===== src/rtl/game_over_controller.sv =====
// game_over_controller: game-over banner sequencer (drop-in, animate, hold, restart) with game freeze
module game_over_controller #(
   parameter int WIDTH        = 73,
   parameter int SCREEN_W     = 576,
   parameter int SCREEN_H     = 240,
   parameter int Y_FINAL      = 115,
   parameter int DROP_STEP    = 1,
   parameter int FRAME_PERIOD = 30,
   parameter int HOLD_FRAMES  = 180
) (
   input  logic        pixel_clk_in,
   input  logic        rst_in,
   input  logic [10:0] hcount_in,
   input  logic [9:0]  vcount_in,
   input  logic        collision_info,
   input  logic [11:0] offset_background,
   input  logic        restart_in,
   output logic [12:0] x_out,
   output logic [9:0]  y_out,
   output logic        unique_image_index,
   output logic        banner_visible,
   output logic        freeze_out,
   output logic        restart_pulse
);
   localparam int FW = FRAME_PERIOD > 1 ? $clog2(FRAME_PERIOD) : 1;
   localparam int HW = HOLD_FRAMES > 1 ? $clog2(HOLD_FRAMES) : 1;
   typedef enum logic [1:0] {PLAY, DROPPING, SHOWING, WAIT_RESTART} state_t;
   state_t state;
   logic [FW-1:0] frame_cnt;
   logic [HW-1:0] hold_cnt;
   logic restart_q;
   logic frame_strobe, restart_rise;
   logic [10:0] y_step, y_next;
   assign frame_strobe = hcount_in == 11'd0 && vcount_in == 10'(SCREEN_H);
   assign restart_rise = restart_in & ~restart_q;
   assign y_step = {1'b0, y_out} + 11'(DROP_STEP);
   assign y_next = y_step > 11'(Y_FINAL) ? 11'(Y_FINAL) : y_step;
   // Sequencer: capture on collision, drop per frame, animate and hold, then wait for a fresh restart press
   always_ff @(posedge pixel_clk_in or negedge rst_in) begin
      if (!rst_in) begin
         state              <= PLAY;
         x_out              <= '0;
         y_out              <= '0;
         unique_image_index <= 1'b0;
         banner_visible     <= 1'b0;
         freeze_out         <= 1'b0;
         restart_pulse      <= 1'b0;
         frame_cnt          <= '0;
         hold_cnt           <= '0;
         restart_q          <= 1'b0;
      end else begin
         restart_q     <= restart_in;
         restart_pulse <= 1'b0;
         case (state)
            PLAY: if (collision_info) begin
               state              <= DROPPING;
               x_out              <= 13'(offset_background) + 13'((SCREEN_W - WIDTH) / 2);
               y_out              <= '0;
               unique_image_index <= 1'b0;
               frame_cnt          <= '0;
               hold_cnt           <= '0;
               banner_visible     <= 1'b1;
               freeze_out         <= 1'b1;
            end
            DROPPING: if (frame_strobe) begin
               y_out <= y_next[9:0];
               if (y_next == 11'(Y_FINAL)) begin
                  state     <= SHOWING;
                  frame_cnt <= '0;
                  hold_cnt  <= '0;
               end
            end
            SHOWING, WAIT_RESTART: begin
               if (state == WAIT_RESTART && restart_rise) begin
                  state              <= PLAY;
                  restart_pulse      <= 1'b1;
                  banner_visible     <= 1'b0;
                  freeze_out         <= 1'b0;
                  y_out              <= '0;
                  unique_image_index <= 1'b0;
               end else if (frame_strobe) begin
                  unique_image_index <= frame_cnt == FW'(FRAME_PERIOD - 1) ? ~unique_image_index : unique_image_index;
                  frame_cnt          <= frame_cnt == FW'(FRAME_PERIOD - 1) ? '0 : frame_cnt + 1'b1;
                  if (state == SHOWING) begin
                     state    <= hold_cnt == HW'(HOLD_FRAMES - 1) ? WAIT_RESTART : SHOWING;
                     hold_cnt <= hold_cnt + 1'b1;
                  end
               end
            end
            default: state <= PLAY;
         endcase
      end
   end
endmodule


===== config.mk =====
export PLATFORM = sky130hd
export DESIGN_NAME = game_over_controller
export DESIGN_NICKNAME = d
export VERILOG_FILES = /design/src/rtl/game_over_controller.sv
export SDC_FILE = /design/constraint.sdc
export NUM_CORES = 1
export LEC_CHECK = 0
export CORE_ASPECT_RATIO = 0.8
export CORE_MARGIN = 2
export CORE_UTILIZATION = 34
export CTS_CLUSTER_DIAMETER = 150
export CTS_CLUSTER_SIZE = 14
export DETAILED_ROUTE_END_ITERATION = 8
export GPL_ROUTABILITY_DRIVEN = 1
export GPL_TIMING_DRIVEN = 0
export PLACE_DENSITY = 0.67
export SYNTH_ARGS = -nofsm -noshare
export SYNTH_HDL_FRONTEND = slang
export SYNTH_SLANG_ARGS = --single-unit

===== constraint.sdc =====
create_clock -name pixel_clk_in -period 6.5 [get_ports pixel_clk_in]
set_clock_uncertainty 0.1 [all_clocks]
set_input_delay 1.625 -clock pixel_clk_in [delete_from_list [all_inputs] [get_ports pixel_clk_in]]
set_output_delay 1.625 -clock pixel_clk_in [all_outputs]
set_load 0.01 [all_outputs]

==> impl_metrics.ini <==
[setup_path]
cp.required_ps = 6600
cp-end-kind = flip-flop
worstSetupStartpointType = primary input
worstSetupEndpoint = y_out[2]$_DFFE_PN0P_
r2r_start = y_out[0]$_DFFE_PN0P_
max_stage_delay_ps = 780
r2r_slack_ps = 3900
worstSetupStartpoint = vcount_in[9]
r2r-end = hold_cnt[0]$_DFFE_PN0P_
crit_slowest_cell = o31ai_1
crit_path_max_fanout = 8
critPathArrivalTime_ps = 3970
worst_r2r_path_depth = 8
crit_type = in -> reg
path_cells = clkdlybuf4s50_1 > and3b_1 > nand4_1 > nor2_1 > and2_1 > o31ai_1 > inv_1 > a31oi_1

[floorplanning]
rows = 27
die_y_um = 80.3
boundaryPins = 64
coreArea_mm2 = 0.00696
start_util = 0.355
die_x_um = 99.3
dieArea_mm2 = 0.00797

[drt]
wl_met3_um = 285
wl_met1_mm = 2.73
firstDrtPassIters = 4
routed_via_density = 5.05
maxUsedRoutingLayer = met4
route.met2.wl_mm = 2.78
vias = 2200
wire_per_inst_um = 13.4
wl_mm = 5.85
first_iter_violations = 106
ant_nets = 0
drc = 0

[finish]
mostFrequentLayoutCells = clkdlybuf4s50_1, nand2_1, dfrtp_1
antennaDiodeCount = 0
final_util = 0.475
nNetsFinal = 392
layout_commonest_cell = clkdlybuf4s50_1
area_growth_pct = 33.6
final_cell_area_mm2 = 0.00330
drive_gt1_frac = 0.0831

[flow_run]
drv_cap = 0

[sta]
period_share = 0.596
setup_violations = 0
max_slew_margin = 0.352
final_hold_viol_count = 0
fin_crit_ps = 3870
worst_pin_slew_ps = 963
rsz0062_at_grt = false
slew_violations = 0
fin_hold_ws_ps = 385
max_freq_mhz = 258
tns_ps = 0

[pwr]
p_leak_nw = 1.41
ir_worst_vdd_v = 0.0000794
p_total_uw = 463
p_per_area_mw_per_mm2 = 140

[cts]
cts_resized = 0
post_cts_buffers = 0
cts_tree = done
cts.sinks = 42
clockBufferDepth = 2
tritoncts.num_buffers = 5
path_clk_slew_ps = 70
cts_root_buf = clkbuf_8
htree_levels = 2
clk_latency_ps = 280
hold_buffers = 0

[placement]
place_area_mm2 = 0.00323
gp_congestion = 0.820
portBuffers = 63
dp_hpwl_mm = 4.58

[yosys]
synth-edff-count = 0
synth_top_area_share = 0.425
ys_warn_count = 0
ys_seq_area_frac = 0.425
ys.flop_type = dfrtp_1
synth_nets = 321
syn_area_mm2 = 0.00247
ys_async_sr_fraction = 1.00
synth_area_leaders = dfrtp_1, nand2_1, o21ai_0
synth_area_per_cell_um2 = 8.89
syn-instance-count = 278
ys_ff_latch = 42
synth_cell_types = 52
yosysTopAreaCell = dfrtp_1

[global_routing]
grt_pass1_vias = 2115
grt.total_usage = 0.152
antenna_found_initial = 0
grt.overflow.total = 0
grt_max_degree = 37
grt_pass1_wl_mm = 9.76

[min_path]
hp-class = reg -> reg

[run_status]
status = finished, final reports clean
logic make-up (layout without fill, tap and decap cells):
logic type | Yosys count | in the layout | share of synthesized area
flops | 42 | 42 | 0.425
buf+inv | 20 | 91 | 0.0359
simple gates | 128 | 128 | 0.271
fa+ha+maj | 6 | 6 | 0.0304
compound gates | 66 | 66 | 0.180
xor+xnor | 14 | 14 | 0.0496
mux | 2 | 2 | 0.00860
worst max-delay path, delay by kind of cell:
| kind | cells | cell delay, ps |
|---|---|---|
| buf+inv | 2 | 680 |
| compound gates | 2 | 1010 |
| simple gates | 4 | 660 |
synthesized netlist by cell type (all sizes together) (6+ instances only):
| cell | instances |
|---|---|
| nand4 | 8 |
| nand2 | 46 |
| buf | 6 |
| ha | 6 |
| xor2 | 9 |
| nor4 | 6 |
| inv | 8 |
| nor2 | 19 |
| a21oi | 10 |
| o21ai | 33 |
| nand3 | 12 |
| dfrtp | 42 |
| o31ai | 6 |
| nor3 | 8 |
where the power goes:
part	total (mW)	leakage [nW]	switching, mW	internal (mW)
clock network	0.153	0.0383	0.0790	0.0739
registers	0.263	0.570	0.00123	0.262
logic	0.0472	0.803	0.0191	0.0281
registers in the layout (all words and copies together) (netlist names):
register            count
frame_cnt               5
unique_image_index      1
x_out                  13
restart_q               1
restart_pulse           1
state                   2
y_out                  10
freeze_out              1
hold_cnt                8
per-stage QoR:
step                      setup WS [ps]  cells
after floorplan                    3190    278
after global placement             2400    428
after detailed placement           2350    429
after CTS                          2620    436
after global routing               2470    436
final                              2630    436
worst min path at each step:
stage	from	endpoint	slack, ps	depth (start not counted)
6_report	x_out[3]$_DFFE_PN0P_	x_out[3]$_DFFE_PN0P_	390	2
2_1_floorplan	hold_cnt[1]$_DFFE_PN0P_	hold_cnt[1]$_DFFE_PN0P_	370	2
5_1_grt	x_out[0]$_DFFE_PN0P_	x_out[0]$_DFFE_PN0P_	420	2
3_3_place_gp	x_out[7]$_DFFE_PN0P_	x_out[7]$_DFFE_PN0P_	360	2
4_1_cts	x_out[7]$_DFFE_PN0P_	x_out[7]$_DFFE_PN0P_	390	2
3_5_place_dp	x_out[7]$_DFFE_PN0P_	x_out[7]$_DFFE_PN0P_	370	2
routing by layer:
layer | track usage | vias up
li1 | - | 1125
met1 | 0.206 | 1035
met2 | 0.249 | 36
met3 | 0.0348 | 4
met4 | 0.0329 | 0
met5 | 0 | -
final cells by class:
type,count,area (um^2)
repair buffers,64,646
plain buffers,11,53.8
fillers,687,3660
clock buffers,7,76.3
flip-flops and latches,42,1050
multi-input cells,216,1330
well taps,87,109
inverters,9,35.0
No activity file was read; power rests on OpenSTA's default activity.
